[config.mk]
export PLATFORM = sky130hd
export DESIGN_NAME = ble_config_loader
export DESIGN_NICKNAME = d
export VERILOG_FILES = /design/src/rtl/ble_config_loader.sv
export SDC_FILE = /design/constraint.sdc
export NUM_CORES = 1
export LEC_CHECK = 0
export ABC_AREA = 1
export CORE_MARGIN = 5
export CORE_UTILIZATION = 56
export DETAILED_ROUTE_END_ITERATION = 10
export MAX_ROUTING_LAYER = met4
export PLACE_DENSITY = 0.84
export SLEW_MARGIN = 20
export SYNTH_ARGS = -nofsm -noshare
export SYNTH_HDL_FRONTEND = slang
export SYNTH_SLANG_ARGS = --single-unit
[constraint.sdc]
create_clock -name clk -period 2.3 [get_ports clk]
set_clock_uncertainty 0.05 [all_clocks]
set_input_delay 0.345 -clock clk [delete_from_list [all_inputs] [get_ports clk]]
set_output_delay 0.345 -clock clk [all_outputs]
set_load 0.01 [all_outputs]
[src/rtl/ble_config_loader.sv]
// ble_config_loader: serial sync-locked loader that commits parity-checked per-BLE LUT/select frames atomically
module ble_config_loader #(
  parameter int          NUM_BLE  = 9,
  parameter int          LUT_BITS = 16,
  parameter logic [15:0] SYNC     = 16'hA5C3
) (
  input  logic                         clk,
  input  logic                         rst_n,
  input  logic                         cfg_din,
  input  logic                         cfg_valid,
  output logic                         cfg_ready,
  input  logic                         cfg_restart,
  output logic [NUM_BLE*LUT_BITS-1:0]  lut_cfg,
  output logic [NUM_BLE-1:0]           sel_cfg,
  output logic                         cfg_done,
  output logic                         cfg_err
);
  localparam int FW  = LUT_BITS + 1;
  localparam int BW  = $clog2(LUT_BITS + 2);
  localparam int FCW = $clog2(NUM_BLE);
  typedef enum logic [1:0] {HUNT, LOAD, DONE, ERR} state_t;
  state_t state, state_nxt;
  logic [14:0] shreg;
  logic [BW-1:0] bit_cnt;
  logic [FCW-1:0] frame_cnt;
  logic [FW-1:0] fr;
  logic par;
  logic [LUT_BITS-1:0] sh_lut [NUM_BLE];
  logic [NUM_BLE-1:0] sh_sel;
  logic xfer, sync_hit, par_bit, par_ok, last_frame, commit, fail, ready_nxt;
  logic [NUM_BLE*LUT_BITS-1:0] lut_nxt;
  logic [NUM_BLE-1:0] sel_nxt;
  // restart discards any bit offered in the same cycle
  assign xfer       = cfg_valid && cfg_ready && !cfg_restart;
  assign sync_hit   = xfer && state == HUNT && {shreg, cfg_din} == SYNC;
  assign par_bit    = xfer && state == LOAD && bit_cnt == BW'(LUT_BITS + 1);
  assign par_ok     = !(par ^ cfg_din);
  assign last_frame = frame_cnt == FCW'(NUM_BLE - 1);
  assign commit     = par_bit && par_ok && last_frame;
  assign fail       = par_bit && !par_ok;
  always_ff @(posedge clk or negedge rst_n)
    if (!rst_n) state <= HUNT;
    else state <= state_nxt;
  always_comb
    state_nxt = cfg_restart ? HUNT :
                sync_hit    ? LOAD :
                commit      ? DONE :
                fail        ? ERR  : state;
  // final frame bypasses the shadow so the whole array commits on one edge
  always_comb begin
    ready_nxt = state_nxt == HUNT || state_nxt == LOAD;
    lut_nxt = '0;
    sel_nxt = '0;
    for (int i = 0; i < NUM_BLE; i++) begin
      lut_nxt[LUT_BITS*i +: LUT_BITS] = (i == NUM_BLE - 1) ? fr[FW-1:1] : sh_lut[i];
      sel_nxt[i] = (i == NUM_BLE - 1) ? fr[0] : sh_sel[i];
    end
  end
  always_ff @(posedge clk or negedge rst_n)
    if (!rst_n) begin
      cfg_ready <= 1'b0;
      cfg_done  <= 1'b0;
      cfg_err   <= 1'b0;
      lut_cfg   <= '0;
      sel_cfg   <= '0;
      shreg     <= '0;
      bit_cnt   <= '0;
      frame_cnt <= '0;
      fr        <= '0;
      par       <= 1'b0;
      sh_sel    <= '0;
      for (int i = 0; i < NUM_BLE; i++) sh_lut[i] <= '0;
    end else begin
      cfg_ready <= ready_nxt;
      if (cfg_restart) begin
        shreg     <= '0;
        bit_cnt   <= '0;
        frame_cnt <= '0;
        par       <= 1'b0;
        cfg_done  <= 1'b0;
        cfg_err   <= 1'b0;
      end else if (xfer) begin
        if (state == HUNT) begin
          shreg     <= {shreg[13:0], cfg_din};
          bit_cnt   <= '0;
          frame_cnt <= '0;
          par       <= 1'b0;
        end else begin
          fr <= {fr[FW-2:0], cfg_din};
          if (par_bit) begin
            bit_cnt <= '0;
            par     <= 1'b0;
            if (par_ok) begin
              sh_lut[frame_cnt] <= fr[FW-1:1];
              sh_sel[frame_cnt] <= fr[0];
              frame_cnt <= frame_cnt + 1'b1;
            end
            if (commit) begin
              lut_cfg  <= lut_nxt;
              sel_cfg  <= sel_nxt;
              cfg_done <= 1'b1;
            end
            if (fail) cfg_err <= 1'b1;
          end else begin
            bit_cnt <= bit_cnt + 1'b1;
            par     <= par ^ cfg_din;
          end
        end
      end
    end
endmodule

==> results of run 1 <==
## registers in the layout (all words and copies together), names as in the netlist
name / cells
bit_cnt: 5
cfg_done: 1
cfg_err: 1
cfg_ready: 1
fr: 17
frame_cnt: 4
lut_cfg: 144
lut_nxt: 128
par: 1
sel_cfg: 9
sh_sel: 8
shreg: 15
state: 2
## per-layer routing
| metal | global-route usage | up-vias | routed length [um] |
|---|---|---|---|
| li1 | - | 5090 | - |
| met1 | 0.352 | 5343 | 14200 |
| met2 | 0.411 | 531 | 17000 |
| met3 | 0.0524 | 122 | 3100 |
| met4 | 0.102 | 0 | 1390 |
| met5 | - | - | 0 |
## logic make-up after synthesis
logic type,Yosys count,share of synthesized area
compound gates,54,0.0211
fa+ha+maj,6,0.00551
buf+inv,155,0.0566
simple gates,940,0.295
flops,336,0.617
xor+xnor,5,0.00376
mux,1,0.000734
## cell type report
cell class / count / area (sq um) / share of cell area
flip-flops and latches: 336 / 8410 / 0.501
multi-input cells: 1006 / 4460 / 0.266
repair buffers: 208 / 2180 / 0.130
clock buffers: 53 / 1090 / 0.0647
well taps: 324 / 405 / 0.0242
inverters: 52 / 195 / 0.0116
clock inverters: 5 / 50.0 / 0.00298
## worst max-delay path by stage
stage	start	endpoint	slack, ps	depth (start not counted)
after floorplan	frame_cnt[0]	lut_nxt[37]	570	8
after global placement	cfg_din	lut_nxt[109]	-70	7
after detailed placement	cfg_din	lut_nxt[89]	-170	7
after CTS	frame_cnt[0]	lut_cfg[138]	220	6
after global routing	frame_cnt[1]	lut_cfg[138]	80	6
final	frame_cnt[0]	lut_cfg[138]	190	6
## cells in the mapped netlist, drive strengths merged (2+ instances only)
cell type / instances
nor3: 2
nand2: 744
clkbuf: 37
inv: 52
ha: 6
a21oi: 2
xor2: 4
nor2: 27
nand4: 142
buf: 66
o21ai: 38
dfrtp: 336
o22ai: 14
nand3: 23
## power by group
part           switching (W)  leakage (nW)  total [W]  internal [W]
combinational       0.000165          3.67   0.000222     0.0000569
sequential          0.000140          4.62    0.00607       0.00593
clock                0.00218         0.565    0.00553       0.00335
## worst max-delay path: stages (launching register included)
cell and delay, ps:
dfrtp_1 440, inv_1 110, ha_1 230, nand3_1 180, nand3b_1 260, buf_12 410, o21ai_0 190
## timing repair
item,4_1_cts,5_1_grt
endpoints found under the hold margin,58,0
hold buffers,1,0
gates resized for setup,0,0
## per-stage QoR
step           std cells  TNS, ps  hold slack (ps)  utilization  power (W)
6_report            1984        0              362        0.694     0.0118
4_1_cts             1984        0              364        0.694     0.0119
5_1_grt             1984        0              397        0.694     0.0122
3_5_place_dp        1925   -15260              300        0.647    0.00640
3_3_place_gp        1925    -6240              301        0.647    0.00639
2_1_floorplan       1497        0           -0.591            -    0.00615
==> results_dict.tcl, run 1 <==
set metrics [dict create \
    slew_headroom 0.472 \
    vias 11100 \
    avgSynthCellArea_sq_um 9.10 \
    crit_required_ps 2600 \
    die_h_um 166 \
    end_kind "register" \
    post_cts_buffers 0 \
    drt_wl_total_mm 35.7 \
    clockBufferDepth 3 \
    synth_warnings 0 \
    antenna_found_initial 0 \
    synth_seq_cells 336 \
    regToRegSetupSlack_ps 190 \
    dpl_cell_area_sq_mm 0.0156 \
    netlist_instances 1497 \
    overflow 0 \
    area_growth_pct 23.2 \
    wl_per_cell_um 18.0 \
    clock-sinks 336 \
    final_common_cell "nand2_1" \
    clkTransAtPathRegs_ps 60 \
    async_flop_share 1.00 \
    max-vdd-ir-drop_mv 0.572 \
    grt_pass1_wl_mm 58.3 \
    synth-seq-area-share 0.617 \
    hold_class "primary input to asynchronous set/reset pin" \
    place_ws_ps -170 \
    core_sq_mm 0.0242 \
    via_per_inst 5.59 \
    rsz0062_at_grt "false" \
    cts-root-buf "clkbuf_16" \
    grt.total_usage 0.265 \
    r2r_start "frame_cnt[0]" \
    finalCriticalPeriod_ps 2110 \
    setup_viol 0 \
    grt_pass1_vias 11000 \
    critPathLaunchType "register" \
    reg2regPathDepth 6 \
    cts-htree-levels 2 \
    cts_tree "built" \
    worst_slack_ps 188 \
    synth-edff-count 0 \
    dieArea_sq_mm 0.0276 \
    r2r-end "lut_cfg[138]" \
    ys.flop_type "dfrtp_1" \
    drive_gt1_frac 0.0723 \
    crit_fanout 120 \
    final_hold_viol_count 0 \
    dr.first_iter.drc_count 1305 \
    synth_area_leader_cell "dfrtp_1" \
    syn-num-nets 1508 \
    worstMarginPinSlew_ps 792 \
    mostFrequentLayoutCells "nand2_1 (742), dfrtp_1 (336), clkdlybuf4s50_1 (159)" \
    power_leakage_nw 8.86 \
    slew_viol_final 0 \
    path_class "register to register" \
    fmax_mhz 474 \
    firstDrtPassIters 8 \
    die_w_um 166 \
    io_buffers 160 \
    grt_max_degree 121 \
    synth_top_area_share 0.617 \
    ant_nets 0 \
    cap_violations 0 \
    ys_types 27 \
    final_cell_area_sq_mm 0.0168 \
    pin_count 161 \
    gp_congestion 0.856 \
    final_nets 1649 \
    synthesis.area_sq_mm 0.0136 \
    antenna_cells 0 \
    ys_top_cells_by_area "dfrtp_1 (62%), nand2_1 (20%), nand4_1 (6.5%)" \
    cts_buffers 34 \
    finalCritPeriodShare 0.918 \
    arrival_ps 2410 \
    start_util 0.564 \
    status "complete, no violations" \
    route.detailed.drc 0 \
    pwr_density_cell_mw_per_mm2 705 \
    hpwl_mm 22.5 \
    clk_latency_ps 510 \
    rows 57 \
    n_fill_cell 1696 \
]
No activity file was read; power rests on OpenSTA's default activity.
==> run 2, diff against run 1 <==
--- a/config.mk
+++ b/config.mk
@@ -7,10 +7,10 @@
 export LEC_CHECK = 0
 export ABC_AREA = 1
 export CORE_MARGIN = 5
-export CORE_UTILIZATION = 56
+export CORE_UTILIZATION = 45
 export DETAILED_ROUTE_END_ITERATION = 10
 export MAX_ROUTING_LAYER = met4
-export PLACE_DENSITY = 0.84
+export PLACE_DENSITY = 0.7
 export SLEW_MARGIN = 20
 export SYNTH_ARGS = -nofsm -noshare
 export SYNTH_HDL_FRONTEND = slang
==> run 2 against run 1 <==
Effect of this change: first-iteration DRC count shrank 27%; combinational power shrank 2%; sequential power is essentially flat; largest cell class unchanged; largest power group unchanged.
==> results_dict.tcl, run 2 (synthesized netlist as in run 1, its figures left out) <==
set metrics [dict create \
    cap_violations 0 \
    slew_headroom 0.505 \
    power_leakage_nw 8.88 \
    wl_met2_mm 16.1 \
    grt_pass1_vias 10500 \
    power_frac_seq 0.504 \
    drt_wl_total_mm 35.2 \
    ant_nets 0 \
    wl_per_cell_um 17.1 \
    dieArea_sq_mm 0.0339 \
    final_nets 1650 \
    max-vdd-ir-drop_mv 0.429 \
    overflow 0 \
    clockBufferDepth 3 \
    grt.total_usage 0.215 \
    gp_congestion 0.833 \
    drive_gt1_frac 0.0722 \
    slew_viol_final 0 \
    grt_max_degree 162 \
    hpwl_mm 22.8 \
    cts_tree "built" \
    mostFrequentLayoutCells "nand2_1 (742), dfrtp_1 (336), clkdlybuf4s50_1 (159)" \
    cts-root-buf "clkbuf_16" \
    final_util 0.569 \
    final_hold_viol_count 0 \
    status "complete, no violations" \
    start_util 0.457 \
    pin_count 161 \
    arrival_ps 2520 \
    critPathLaunchType "register" \
    route.top_layer_used "met4" \
    intPower_w 0.00947 \
    cts-htree-levels 2 \
    final_common_cell "nand2_1" \
    crit_top_cell "nand2_1" \
    crit_fanout 161 \
    rows 63 \
    clkPwrFrac 0.477 \
    die_w_um 184 \
    switching_share 0.213 \
    via_per_inst 5.20 \
    fin_tns_setup_ps 0 \
    clock-sinks 336 \
    crit_required_ps 2640 \
    hold_class "primary input to asynchronous set/reset pin" \
    worstMarginPinSlew_ps 742 \
    end_kind "register" \
    p_switching_w 0.00256 \
    dr_wl_met3_mm 2.32 \
    setup_viol 0 \
    critPathMaxStageDelay_ps 450 \
    io_buffers 160 \
    vias 10700 \
    largest_register_ffs 144 \
    firstDrtPassIters 5 \
    clkTransAtPathRegs_ps 60 \
    antenna_cells 0 \
    finalCriticalPeriod_ps 2180 \
    path_class "register to register" \
    pwr_density_cell_mw_per_mm2 710 \
    cpMaxStageDelayCell "dfrtp_1" \
    cts_buffers 36 \
    wl_met1_mm 15.7 \
    core_sq_mm 0.0298 \
    path_cells "inv_1, ha_1, nand3_1, nand3b_1, clkbuf_16, nand2_1, nand2_1" \
    fmax_mhz 458 \
    finalCritPeriodShare 0.949 \
    antenna_found_initial 0 \
    area_growth_pct 24.3 \
    die_h_um 184 \
    dr.first_iter.drc_count 951 \
    clk_latency_ps 510 \
    rsz0062_at_grt "false" \
    grt_pass1_wl_mm 57.3 \
    top_register "lut_cfg" \
    route.detailed.drc 0 \
    p_comb_frac 0.018 \
]
==> run 2: cell type report <==
cell class                      count  area (sq um)
Fill cell                        2602         12900
Sequential cell                   336          8410
Multi-Input combinational cell   1006          4460
Timing Repair Buffer              207          2220
Clock buffer                       51          1040
Tap cell                          390           488
Inverter                           52           195
Clock inverter                     10           136
==> run 2: final timing paths <==
path	start	endpoint	slack, ps	cells past startpoint
worst max register to register	frame_cnt[0]	lut_cfg[2]	120	7
min in group clk	lut_nxt[96]	lut_cfg[96]	420	2
worst min-delay path	rst_n	lut_cfg[117]	300	2
worst max-delay path	frame_cnt[0]	lut_cfg[2]	120	7
max in group asynchronous	rst_n	bit_cnt[2]	1030	3
worst min register to register	lut_nxt[96]	lut_cfg[96]	420	2
==> run 2: per-layer routing <==
layer | GRT usage | up-vias
li1 | - | 5081
met1 | 0.306 | 5187
met2 | 0.320 | 341
met3 | 0.0382 | 70
met4 | 0.0648 | 0
met5 | - | -
==> run 2: power groups by stage <==
stage               Clock (W)  Sequential, W  Combinational, W
floorplan                   0        0.00605          0.000101
global placement            0        0.00617          0.000220
detailed placement          0        0.00617          0.000225
CTS                   0.00586        0.00606          0.000228
global route          0.00610        0.00606          0.000255
finish                0.00574        0.00607          0.000218
==> run 2: critical path: cells and delay by family, from the launching register on <==
kind	cells	cell delay (ps)
adders and majority gates	1	200
DFF	1	450
and+or+nand+nor	4	700
buffers and inverters	2	460
==> run 2: through the flow <==
stage          std cells  worst slack (ps)  total power (W)  instance area, sq um  hold WS (ps)
2_1_floorplan       1497               569          0.00615                 13600        -0.591
5_1_grt             2052              22.5           0.0124                 16900           349
3_5_place_dp        1990             -96.2          0.00640                 15800           272
4_1_cts             2052               173           0.0121                 16900           330
3_3_place_gp        1990             -18.0          0.00639                 15800           272
6_report            2052               118           0.0120                 16900           298
==> run 2: what timing repair did <==
action	CTS	global route
endpoints found under the setup margin	0	2
hold buffers	1	0
hold endpoints to repair	49	0
buffers inserted	0	0
gates resized for setup	0	2
==> run 3, diff against run 2 <==
--- a/config.mk
+++ b/config.mk
@@ -11,6 +11,7 @@
 export DETAILED_ROUTE_END_ITERATION = 10
 export MAX_ROUTING_LAYER = met4
 export PLACE_DENSITY = 0.7
+export SKIP_LAST_GASP = 1
 export SLEW_MARGIN = 20
 export SYNTH_ARGS = -nofsm -noshare
 export SYNTH_HDL_FRONTEND = slang
==> results of run 3 <==
No change in the layout: final DEF, timing and power equal those of run 2.
==> RTL change 1: new RTL, config.mk and constraints of run 1 <==
`LUT_BITS`: 16 -> 32.
--- a/src/rtl/ble_config_loader.sv
+++ b/src/rtl/ble_config_loader.sv
@@ -2,5 +2,5 @@
 module ble_config_loader #(
   parameter int          NUM_BLE  = 9,
-  parameter int          LUT_BITS = 16,
+  parameter int          LUT_BITS = 32,
   parameter logic [15:0] SYNC     = 16'hA5C3
 ) (
Interface: changed (resized lut_cfg); port bits go from 161 to 305. The function was not compared with the original's and may differ.
==> RTL change 1 against run 1 <==
Global-route usage up 4.8 points. Highest routed layer unchanged. Cell area up 81%. Routed wire length up 100%. Total power up 82%. Final cell count up 82%. Worst setup slack worse by 0.026 ns. Combinational power up 39%. Sequential cell count up 289. Sequential share of layout area up 1.3 points. Via count up 81%. Synthesized area up 80%. Die area up 74%.
==> RTL change 1: results (changes against run 1) <==
metric,value,unit,change
run_status,"finished, final reports clean",,unchanged
worst_skew_pair.late_latency,0.62,ns,was 0.51 ns
grt.total_usage,31.4,%,was 26.5%
synth_enable_flop_cells,0,,unchanged
power.share.switching,20.5,%,was 21.1%
vias,20098,,was 11.1k
critical-path-max-stage-delay,0.43,ns,
drive_above_1_share,6.91,%,was 7.23%
clk_pin_slew_worst_setup_hold_paths,0.06,ns,about the same
mappedNetlistNets,2726,,was 1508
tritoncts.num_buffers,60,,was 34
timing_max_transition_violations_final,0,,unchanged
final_nets,2991,,was 1649
grt_pass1_wl,113,mm,was 58.3 mm
final.hold.worst_slack,0.245,ns,was 0.362 ns
cts_buffer_depth,3,,unchanged
drtPass1Iterations,6,,was 8
most_instantiated_cells_after_synthesis,"nand2_1 (1420), dfrtp_1 (625), nand3_1 (269)",,"was nand2_1 (742), dfrtp_1 (336), nand4_1 (142)"
fill_cells,3047,,was 1696
wl,73.1,mm,was 35.7 mm
arrival,2.63,ns,was 2.41 ns
path_category_of_the_worst_min_delay_check,in2async,,unchanged
gp_congestion,0.884,,was 0.856
synth.top_cells.by_area,"dfrtp_1 (64%), nand2_1 (22%), nand3_1 (5.5%)",,"was dfrtp_1 (62%), nand2_1 (20%), nand4_1 (6.5%)"
p_leak,16.2,nW,was 8.86 nW
slew_headroom,29.7,%,was 47.2%
largest_voltage_drop_on_the_vdd_net,0.524,mV,was 0.572 mV
cts-root-buf,clkbuf_16,,unchanged
grt_start_max_net_pins,71,,was 121
synth-seq-area-share,63.8,%,was 61.7%
async_reset_ff_share,100,%,unchanged
cts_max_level,2,,unchanged
largest_reg_flops,288,,was 144
yosys_warnings,0,,unchanged
max_flop_register,lut_cfg,,unchanged
dpl.hpwl,47.6,mm,was 22.5 mm
cp_max_fo,42,,was 120
worst_path_dominant_cell_family,buffers and inverters,,unchanged
reg2reg_setup_slack,0.16,ns,was 0.19 ns
initialDrtViolationCount,2699,,was 1305
initial_antenna_violation_count,1,,was 0
library_cells_used_by_synthesis,28,,was 27
critical_path.slowest_cell,dfrtp_1,,unchanged
input_output_buffers,304,,was 160
-- RTL change 1: cell types whose count changed in the layout (fill, tap and decap cells not counted), sizes merged, moves of 5 or more --
| cell | before | now |
|---|---|---|
| buf | 48 | 86 |
| bufinv | 1 | 6 |
| clkbuf | 53 | 89 |
| clkdlybuf4s50 | 159 | 303 |
| clkinv | 4 | 9 |
| dfrtp | 336 | 625 |
| inv | 52 | 66 |
| nand2 | 744 | 1428 |
| nand3 | 23 | 271 |
| nand4 | 142 | 7 |
| o21ai | 38 | 71 |
-- RTL change 1: logic make-up after synthesis --
group | after synthesis | share of synthesized area, %
compound gates | 88 | 1.87
simple gates | 1738 | 28.5
buf+inv | 252 | 5.32
fa+ha+maj | 6 | 0.306
flops | 625 | 63.8
xor+xnor | 6 | 0.214
-- RTL change 1: layout make-up --
| cell class | instances | area (µm²) | area share, % |
|---|---|---|---|
| Sequential cell | 625 | 15600 | 51.4 |
| Multi-Input combinational cell | 1838 | 7630 | 25.1 |
| Timing Repair Buffer | 390 | 4100 | 13.5 |
| Clock buffer | 89 | 1810 | 5.95 |
| Tap cell | 585 | 732 | 2.41 |
| Clock inverter | 18 | 253 | 0.831 |
| Inverter | 65 | 251 | 0.827 |
| Antenna cell | 3 | 7.51 | 0.0247 |
-- RTL change 1: per-stage QoR --
stage	worst slack, ns	cells	utilization (%)	cell area (µm²)
after floorplan	0.605	2715	-	24500
after CTS	0.0967	3610	70.4	30400
after global routing	0.0666	3612	70.5	30400
after detailed placement	-0.0143	3502	65.6	28300
final	0.162	3613	70.5	30400
after global placement	0.0802	3502	65.6	28300
-- RTL change 1: path summary, 6_finish.rpt --
check,from,endpoint,cells after the start
min,rst_n,lut_nxt[164],2
min reg2reg,lut_nxt[24],lut_cfg[24],2
max reg2reg,frame_cnt[0],lut_cfg[56],10
max in group asynchronous,rst_n,lut_nxt[48],3
max,frame_cnt[0],lut_cfg[56],10
min in group clk,lut_nxt[24],lut_cfg[24],2
-- RTL change 1: power groups by stage --
stage                     logic, mW  registers [mW]  clock network [mW]
final                         0.308            11.0                10.3
after global routing          0.362            11.0                10.8
after CTS                     0.320            11.0                10.3
after detailed placement      0.316            11.2                   0
after global placement        0.307            11.2                   0
after floorplan              0.0304            11.2                   0
-- RTL change 1: repair_timing --
item,4_1_cts,5_1_grt
resized for setup,0,3
hold buffers,1,0
hold endpoints to repair,48,0
buffers inserted,0,0
setup endpoints to repair,0,323
-- RTL change 1: per-layer routing --
| metal | up-vias | global-route usage (%) | share of wire [%] |
|---|---|---|---|
| met5 | - | - | 0 |
| met4 | 0 | 12.6 | 4.7 |
| met3 | 176 | 5.96 | 9.9 |
| met2 | 1153 | 46.2 | 46 |
| met1 | 9821 | 43.6 | 40 |
| li1 | 8948 | - | - |
==> RTL change 2: new RTL, settings of run 1 <==
Without the edit above. Make the reset (`rst_n`) synchronous in 2 clocked blocks.
--- a/src/rtl/ble_config_loader.sv
+++ b/src/rtl/ble_config_loader.sv
@@ -39,5 +39,5 @@
   assign commit     = par_bit && par_ok && last_frame;
   assign fail       = par_bit && !par_ok;
-  always_ff @(posedge clk or negedge rst_n)
+  always_ff @(posedge clk)
     if (!rst_n) state <= HUNT;
     else state <= state_nxt;
@@ -57,5 +57,5 @@
     end
   end
-  always_ff @(posedge clk or negedge rst_n)
+  always_ff @(posedge clk)
     if (!rst_n) begin
       cfg_ready <= 1'b0;
Check against the original RTL: differs if rst_n is asserted again (counterexample within 4 cycles, from zero or initial values and one cycle with rst_n low); with rst_n held inactive, the same outputs for 4 cycles.
==> RTL change 2 against run 1 <==
Routed wire length decreased by 3.2%. Highest routed layer unchanged. Total power increased by 1.1%. Worst setup slack improved by 0.15 ns. Cell area decreased by 4.9%. Sequential cell count unchanged. Synthesized area decreased by 6.1%. Synthesized cell count decreased by 12%.
==> RTL change 2: results (changes against run 1) <==
metric,value,unit,change
hold_start,rst_n,,
initialDrtViolationCount,1297,,was 1305
cts-resized-gates,0,,unchanged
wl,34.6,mm,was 35.7 mm
drive_above_1_share,9.06,%,was 7.23%
initial_antenna_violation_count,0,,unchanged
placed_area,14900,µm²,was 15600 µm²
run_status,"finished, final reports clean",,unchanged
ys.flop_type,dfxtp_1,,was dfrtp_1
final_nets,1476,,was 1649
async_reset_ff_share,0,%,was 100%
detail_route.wl_per_cell,19.5,µm,was 18.0 µm
reg2reg_setup_slack,0.34,ns,was 0.19 ns
synth_enable_flop_cells,128,,was 0
gp_congestion,0.844,,was 0.856
tritoncts.num_buffers,35,,was 34
place_inst,1713,,was 1925
synth-seq-area-share,62.6,%,was 61.7%
setup.worst_path.start,bit_cnt[1],,was frame_cnt[0]
vias_per_cell,5.91,,was 5.59
path_category_of_the_worst_min_delay_check,in2reg,,was in2async
input_output_buffers,160,,unchanged
syn_to_final_growth,24.7,%,was 23.2%
synth.top_cells.by_area,"dfxtp_1 (33%), edfxtp_1 (30%), nand4_1 (6.8%)",,"was dfrtp_1 (62%), nand2_1 (20%), nand4_1 (6.5%)"
pre_cts_ws,0.0292,ns,was -0.170 ns
arrival,2.12,ns,was 2.41 ns
finalCritPeriodShare,85.3,%,was 91.8%
largest_voltage_drop_on_the_vdd_net,0.697,mV,was 0.572 mV
fill_cells,1549,,was 1696
first_global_vias,10205,,was 11.0k
cts_buffer_depth,3,,unchanged
timing_worst_slew_pin_value,0.738,ns,was 0.792 ns
most_instantiated_cells_after_synthesis,"nand2_1 (227), nor2_1 (210), dfxtp_1 (208)",,"was nand2_1 (742), dfrtp_1 (336), nand4_1 (142)"
grt_start_max_net_pins,139,,was 121
dpl.hpwl,22.0,mm,was 22.5 mm
post_cts_buffers,0,,unchanged
grt_pass1_wl,55.3,mm,was 58.3 mm
p_leak,5.23,nW,was 8.86 nW
drtPass1Iterations,7,,was 8
grt.total_usage,27.1,%,was 26.5%
synth_cells,1313,,was 1497
final.hold.worst_slack,0.368,ns,was 0.362 ns
cp_max_fo,10,,was 120
library_cells_used_by_synthesis,33,,was 27
-- RTL change 2: changes by cell type in the layout (fill, tap and decap cells not counted), moves of 20 or more --
cell | run 1 | this run
nor2_1 | 22 | 209
inv_1 | 50 | 23
edfxtp_1 | 0 | 128
nand2_1 | 742 | 226
a21oi_1 | 2 | 172
dfxtp_1 | 0 | 208
clkinv_1 | 0 | 20
dfrtp_1 | 336 | 0
-- RTL change 2: logic make-up (layout without fill, tap and decap cells) --
group                      count (synthesis)  in the layout  share of synthesized area (%)
xor gates and xnor gates                   1              1                         0.0685
and+or+nand+nor                          614            614                           22.5
buffers and inverters                    147            324                           5.96
AOI/OAI and AO/OA                        209            209                           8.27
adders and majority gates                  6              6                          0.587
DFF                                      336            336                           62.6
-- RTL change 2: cell type report --
class	count	area share (%)
repair buffers	216	14.3
clock inverters	14	0.643
flip-flops and latches	336	50.2
multi-input cells	830	25.4
well taps	285	2.24
inverters	46	1.13
clock buffers	48	6.12
-- RTL change 2: metal layers --
layer,part of all wire (%),global-route usage [%],vias up
li1,-,-,4830
met1,39,34.3,4952
met2,48,44.0,610
met3,9.8,5.59,105
met4,3.2,8.96,0
met5,0,-,-
-- RTL change 2: worst max-delay path, stage by stage (launching register included) --
cell     delay [ns]
dfxtp_1        0.33
inv_1          0.08
ha_1           0.18
nand2_1        0.07
nor2_1         0.12
nand4_2        0.15
inv_4          0.24
nand4_4        0.12
nand2_1        0.11
buf_4          0.22
-- RTL change 2: power breakdown --
group / internal, mW / switching (mW)
Sequential: 6.28 / 0.0493
Clock: 3.10 / 2.25
Combinational: 0.0748 / 0.198
Total: 9.46 / 2.50
-- RTL change 2: final timing paths --
path | to | cells after the start
hold reg to reg | lut_cfg[83] | 2
hold / removal | state[1] | 4
setup / recovery | sh_lut[5][13] | 9
setup reg to reg | sh_lut[5][13] | 9
